### src/rtl/yari_sram_ctrl_pkg.sv
// Shared definitions for the SRAM memory-port controller: requester ids and FSM states.
// No logic; constants and a width helper only.
// A readdataid of ID_NONE means no data is on mem_readdata this cycle.
package yari_sram_ctrl_pkg;

  // Requester tags on the memory port. ID_NONE doubles as the "no data" marker.
  localparam logic [1:0] ID_NONE = 2'd0;
  localparam logic [1:0] ID_DC   = 2'd1;
  localparam logic [1:0] ID_IC   = 2'd2;

  typedef enum logic [2:0] {
    S_IDLE    = 3'd0,
    S_R_ACC   = 3'd1,
    S_R_TURN  = 3'd2,
    S_W_SETUP = 3'd3,
    S_W_PULSE = 3'd4,
    S_W_HOLD  = 3'd5
  } state_t;

  // Bits needed to count 0..n-1, never less than one bit.
  function automatic int cnt_width(input int n);
    return (n > 1) ? $clog2(n) : 1;
  endfunction

endpackage

### src/rtl/yari_sram_ctrl_wait_counter.sv
// Wait-state counter: loads a fixed count and runs down to zero; done is high at zero.
// Latency: done rises MAX cycles after load.
// No backpressure; load restarts the count at any time.
module yari_sram_ctrl_wait_counter #(
  parameter int MAX = 1,
  parameter int W   = 1
) (
  input  logic clock,
  input  logic rst,
  input  logic load,
  output logic done
);

  logic [W-1:0] cnt;

  // Load on access start, otherwise count down and park at zero.
  always_ff @(posedge clock) begin
    if (!rst) begin
      cnt <= '0;
    end else if (load) begin
      cnt <= W'(MAX);
    end else if (cnt != '0) begin
      cnt <= cnt - 1'b1;
    end
  end

  assign done = (cnt == '0);

endmodule

### src/rtl/yari_sram_ctrl.sv
// Async SRAM slave: critical-word-first read bursts tagged with id, masked single-word writes.
// Latency: read word k at T+1+(k+1)(WAIT_STATES+1); write occupies WAIT_STATES+4 cycles.
// Backpressure: mem_waitrequest is high whenever not IDLE or in reset; requester must hold.
module yari_sram_ctrl
  import yari_sram_ctrl_pkg::*;
#(
  parameter int ADDR_W      = 18,
  parameter int WAIT_STATES = 1,
  parameter int BURST_LEN   = 4
) (
  input  logic              clock,
  input  logic              rst,
  output logic              mem_waitrequest,
  input  logic [1:0]        mem_id,
  input  logic [29:0]       mem_address,
  input  logic              mem_read,
  input  logic              mem_write,
  input  logic [31:0]       mem_writedata,
  input  logic [3:0]        mem_writedatamask,
  output logic [31:0]       mem_readdata,
  output logic [1:0]        mem_readdataid,
  output logic [ADDR_W-1:0] sram_a,
  output logic [31:0]       sram_d_out,
  output logic              sram_d_oe,
  input  logic [31:0]       sram_d_in,
  output logic              sram_cs_n,
  output logic              sram_oe_n,
  output logic              sram_we_n,
  output logic [3:0]        sram_be_n
);

  localparam int WC_W   = cnt_width(WAIT_STATES + 1);
  localparam int BEAT_W = cnt_width(BURST_LEN);
  localparam logic [ADDR_W-1:0] LOW_MASK  = ADDR_W'(BURST_LEN - 1);
  localparam logic [BEAT_W-1:0] LAST_BEAT = BEAT_W'(BURST_LEN - 1);

  state_t              state, state_nxt;
  logic [BEAT_W-1:0]   beat, beat_nxt;
  logic [ADDR_W-1:0]   addr_q, addr_src;
  logic [1:0]          id_q;
  logic                accept, wc_load, wc_done, sample;
  logic [ADDR_W-1:0]   a_nxt;
  logic [31:0]         dout_nxt;
  logic [3:0]          be_nxt;
  logic                cs_nxt, oe_nxt, we_nxt, doe_nxt;
  logic                unused_addr;

  // Address bits above ADDR_W alias by design.
  assign unused_addr = ^mem_address;

  // Burst address: upper bits fixed, low field wraps inside the line.
  function automatic logic [ADDR_W-1:0] burst_addr(input logic [ADDR_W-1:0] base,
                                                   input logic [BEAT_W-1:0] b);
    return (base & ~LOW_MASK) | ((base + ADDR_W'(b)) & LOW_MASK);
  endfunction

  assign mem_waitrequest = (state != S_IDLE) | ~rst;
  assign accept          = (state == S_IDLE) & (mem_read | mem_write);
  assign addr_src        = (state == S_IDLE) ? mem_address[ADDR_W-1:0] : addr_q;

  yari_sram_ctrl_wait_counter #(
    .MAX (WAIT_STATES),
    .W   (WC_W)
  ) u_wait (
    .clock (clock),
    .rst   (rst),
    .load  (wc_load),
    .done  (wc_done)
  );

  // Next state plus the pad values that state will present, so the pads are glitch-free flops.
  always_comb begin
    state_nxt = state;
    beat_nxt  = beat;
    wc_load   = 1'b0;
    sample    = 1'b0;
    a_nxt     = sram_a;
    dout_nxt  = sram_d_out;
    be_nxt    = 4'hF;
    cs_nxt    = 1'b1;
    oe_nxt    = 1'b1;
    we_nxt    = 1'b1;
    doe_nxt   = 1'b0;
    case (state)
      S_IDLE: begin
        // A write wins over a simultaneous read; the read is dropped.
        if (mem_write) begin
          state_nxt = S_W_SETUP;
        end else if (mem_read) begin
          state_nxt = S_R_ACC;
          beat_nxt  = '0;
          wc_load   = 1'b1;
        end
      end
      S_R_ACC: begin
        if (wc_done) begin
          sample   = 1'b1;
          wc_load  = 1'b1;
          beat_nxt = beat + 1'b1;
          if (beat == LAST_BEAT) state_nxt = S_R_TURN;
        end
      end
      S_R_TURN:  state_nxt = S_IDLE;
      S_W_SETUP: begin
        state_nxt = S_W_PULSE;
        wc_load   = 1'b1;
      end
      S_W_PULSE: if (wc_done) state_nxt = S_W_HOLD;
      S_W_HOLD:  state_nxt = S_IDLE;
      default:   state_nxt = S_IDLE;
    endcase
    case (state_nxt)
      S_R_ACC: begin
        cs_nxt = 1'b0;
        oe_nxt = 1'b0;
        be_nxt = 4'h0;
        a_nxt  = burst_addr(addr_src, beat_nxt);
      end
      S_W_SETUP: begin
        cs_nxt   = 1'b0;
        doe_nxt  = 1'b1;
        be_nxt   = ~mem_writedatamask;
        a_nxt    = addr_src;
        dout_nxt = mem_writedata;
      end
      S_W_PULSE: begin
        cs_nxt  = 1'b0;
        we_nxt  = 1'b0;
        doe_nxt = 1'b1;
        be_nxt  = sram_be_n;
      end
      S_W_HOLD: begin
        cs_nxt  = 1'b0;
        doe_nxt = 1'b1;
        be_nxt  = sram_be_n;
      end
      default: ;
    endcase
  end

  // FSM state, beat index and request latches.
  always_ff @(posedge clock) begin
    if (!rst) begin
      state  <= S_IDLE;
      beat   <= '0;
      addr_q <= '0;
      id_q   <= ID_NONE;
    end else begin
      state <= state_nxt;
      beat  <= beat_nxt;
      if (accept) begin
        addr_q <= mem_address[ADDR_W-1:0];
        id_q   <= mem_id;
      end
    end
  end

  // Registered SRAM pad controls; reset forces all strobes inactive on the next cycle.
  always_ff @(posedge clock) begin
    if (!rst) begin
      sram_a     <= '0;
      sram_d_out <= '0;
      sram_d_oe  <= 1'b0;
      sram_cs_n  <= 1'b1;
      sram_oe_n  <= 1'b1;
      sram_we_n  <= 1'b1;
      sram_be_n  <= 4'hF;
    end else begin
      sram_a     <= a_nxt;
      sram_d_out <= dout_nxt;
      sram_d_oe  <= doe_nxt;
      sram_cs_n  <= cs_nxt;
      sram_oe_n  <= oe_nxt;
      sram_we_n  <= we_nxt;
      sram_be_n  <= be_nxt;
    end
  end

  // Return path: one-cycle tagged word after the final cycle of each beat.
  always_ff @(posedge clock) begin
    if (!rst) begin
      mem_readdata   <= '0;
      mem_readdataid <= ID_NONE;
    end else begin
      mem_readdataid <= sample ? id_q : ID_NONE;
      if (sample) mem_readdata <= sram_d_in;
    end
  end

`ifndef SYNTHESIS
  // Flag requesters that assert read and write together.
  always_ff @(posedge clock) begin
    if (rst && state == S_IDLE && mem_read && mem_write)
      $warning("yari_sram_ctrl: read and write asserted together, read dropped");
  end
`endif

endmodule

### config.mk
export PLATFORM = sky130hd
export DESIGN_NAME = yari_sram_ctrl
export DESIGN_NICKNAME = d
export VERILOG_FILES = /design/src/rtl/yari_sram_ctrl_pkg.sv /design/src/rtl/yari_sram_ctrl_wait_counter.sv /design/src/rtl/yari_sram_ctrl.sv
export SDC_FILE = /design/constraint.sdc
export NUM_CORES = 1
export LEC_CHECK = 0
export ABC_CLOCK_PERIOD_IN_PS = 3800
export BUFFER_PORTS_ARGS = -buffer_cell sky130_fd_sc_hd__buf_2
export CAP_MARGIN = 20
export CELL_PAD_IN_SITES_DETAIL_PLACEMENT = 1
export CELL_PAD_IN_SITES_GLOBAL_PLACEMENT = 1
export CORE_UTILIZATION = 35
export CTS_CLUSTER_DIAMETER = 150
export DETAILED_ROUTE_END_ITERATION = 6
export PLACE_DENSITY_LB_ADDON = 0.1
export SYNTH_ARGS = -nofsm -noshare
export SYNTH_HDL_FRONTEND = slang
export SYNTH_HIERARCHICAL = 1
export SYNTH_SLANG_ARGS = --single-unit
### constraint.sdc
create_clock -name clock -period 3.8 [get_ports clock]
set_input_delay 0.76 -clock clock [delete_from_list [all_inputs] [get_ports clock]]
set_output_delay 0.76 -clock clock [all_outputs]
set_load 0.05 [all_outputs]
==> flow_metrics.tcl <==
set metrics [dict create \
    outcome "finished clean" \
    ys_types 35 \
    cp_cell_sequence "nor3_4 -> buf_4 -> and2_1 -> nor2_1 -> a311o_1" \
    ant_nets 0 \
    clock_skew_ns 0.00675 \
    grt_max_degree 83 \
    min_period_ns 2.77 \
    start_util_pct 36.0 \
    p_per_area_nw_per_um2 645 \
    p_leak_nw 2.75 \
    arrival_ns 3.06 \
    viasPerCell 4.74 \
    yosysSeqAreaShare_pct 54.4 \
    yosysWarnings 6 \
    maxSlewViolCount 0 \
    slowest_stage "and2_1" \
    io_pins 197 \
    finalInstanceArea_um2 5930 \
    rsz0062_at_grt "false" \
    antenna_found_initial 0 \
    first_global_vias 4119 \
    crit_path_start_kind "flip-flop" \
    final_layout_size_suffix_gt1_share_pct 31.8 \
    antennaDiodeCount 0 \
    synth_top_area_share_pct 54.4 \
    cp-end-kind "flip-flop" \
    cts_tree "yes" \
    cp.required_ns 4.09 \
    critical-path-top-delay-family "simple AND/OR/NAND/NOR gates" \
    fmax_ghz 0.361 \
    h-tree-depth 4 \
    syn-num-nets 627 \
    relSlewSlack_pct 40.0 \
    die_area_um2 12900 \
    grt_pass1_wl_um 20300 \
    dp.cells 844 \
    whs_ns 0.451 \
    dp_hpwl_um 8840 \
    areaGrowthSynthToFinish_pct 36.6 \
    setup_viol 0 \
    cts_made_buffers 17 \
    track_usage_pct 20.3 \
    clockRootBuffer "clkbuf_16" \
    instances_no_fill 875 \
    worstMarginPinSlew_ns 0.899 \
    placed_cell_area_um2 5390 \
    die_y_um 113 \
    irDropWorstVdd_v 0.000339 \
    hp-class "flip-flop to flip-flop" \
    num_rows 40 \
    clock_sinks 118 \
    drc_errors 0 \
    synth_area_leaders "dfxtp_1 54%, nand2_1 15%, a21oi_1 10%, mux2i_1 3.9%, a211oi_1 2.8%" \
    synth_cells 521 \
    clk_pin_slew_worst_paths_ns 0.05 \
    avgRoutedWirePerCell_um 14.5 \
    firstDrtPassIters 4 \
    ys_seq_elements 118 \
    crit_type "flip-flop to flip-flop" \
    cts_hold_buffers 0 \
    die_w_um 113 \
    synth_area_um2 4340 \
    final_common_cell "buf_2" \
    yosys.area.top_type "dfxtp_1" \
    post_cts_buffers 0 \
    period_share_pct 72.8 \
    grt-ovfl-total 0 \
    numPortBuffers 184 \
    wl_um 12700 \
    cap_violations 0 \
    drt_iter0_drc 191 \
    core_um2 12100 \
    nets 801 \
    avgSynthCellArea_um2 8.33 \
    vias 4144 \
    slowest_delay_ns 0.70 \
    cts_resized 0 \
    cp_max_fo 21 \
    critPathBufInv 1 \
    tns_ns 0 \
    gp_congestion 0.732 \
    final_cell_mix "184 x buf_2, 175 x nand2_1, 118 x dfxtp_1, 88 x a21oi_1, 27 x nor2_1" \
    clockBufferDepth 2 \
    finalHoldViolations 0 \
    worstSkewPairLatency_ns 0.41 \
]
-- registers in the layout, indices dropped and copies added, names as in the netlist --
register        count
sram_cs_n           1
mem_readdataid      2
sram_d_out         32
sram_a             18
sram_oe_n           1
sram_be_n           4
mem_readdata       32
addr_q             18
beat                2
sram_d_oe           1
id_q                2
u_wait/cnt          1
state               3
sram_we_n           1
-- cells in the mapped netlist (all sizes together) --
cell     number
nand2       175
dfxtp       118
a21oi        88
nor2         28
clkbuf       25
mux2i        17
a211oi       16
buf          10
and2          6
a211o         4
nand3         4
inv           3
o21ai         3
and3          2
ha            2
mux2          2
nand2b        2
nor3b         2
or3b          2
a22oi         1
a311o         1
a311oi        1
clkinv        1
nor2b         1
nor3          1
o221a         1
o22ai         1
o2bb2ai       1
o31a          1
or2           1
xnor2         1
-- cell type report --
type | count | area (um2)
fill | 1511 | 6130
sequential | 118 | 2360
multi-input combinational | 364 | 1830
timing repair buffer | 190 | 973
clock buffer | 28 | 527
tap | 168 | 210
inverter | 4 | 16.3
clock inverter | 3 | 15.0
-- final timing paths --
kind,startpoint,endpoint,slack (ns),depth (start not counted)
hold reg to reg,sram_d_out[13]$_SDFFE_PN0P_,sram_d_out[13]$_SDFFE_PN0P_,0.45,2
setup reg to reg,state[0]$_SDFF_PN0_,sram_a[1]$_SDFFE_PN0P_,1.03,5
setup / recovery,state[0]$_SDFF_PN0_,sram_a[1]$_SDFFE_PN0P_,1.03,5
hold / removal,sram_d_out[13]$_SDFFE_PN0P_,sram_d_out[13]$_SDFFE_PN0P_,0.45,2
-- stage by stage --
stage	setup WS, ns	total power [mW]	util (%)
after floorplan	1.48	2.15	-
after global routing	0.787	4.00	49.2
after detailed placement	0.941	2.41	44.7
after CTS	0.956	3.88	49.2
after global placement	1.02	2.37	44.6
final	1.03	3.82	49.2
-- worst register-to-register path, delay by kind of cell (launching register included) --
family / cells / cell delay, ns
flip-flops: 1 / 0.40
AND/OR/NAND/NOR: 3 / 1.48
buffers and inverters: 1 / 0.39
AO/OA/AOI/OAI: 1 / 0.40
-- cells by family (layout without fill, tap and decap cells) --
group                      after synthesis  in the layout  share of synthesized area [%]
and+or+nand+nor                        224            224                           20.8
AOI/OAI and AO/OA                      118            118                           15.9
DFF                                    118            118                           54.4
buffers and inverters                   39            225                           3.69
muxes                                   19             19                           4.44
adders and majority gates                2              2                          0.576
xor gates and xnor gates                 1              1                          0.202
-- per-layer routing --
layer  vias up  routed length, um  track usage, %
met4         0                227            9.04
met2       105               6380            35.2
met1      1948               5500            23.2
li1       2074                  -               -
met5         -                  0               0
met3        17                561            5.74
-- report_power, final --
part | leakage, nW | internal (mW) | total, mW | switching, mW
Sequential | 0.969 | 1.37 | 1.43 | 0.0651
Clock | 0.270 | 0.930 | 1.45 | 0.520
Combinational | 1.51 | 0.251 | 0.939 | 0.688
Power figures use the tool's default switching activity.
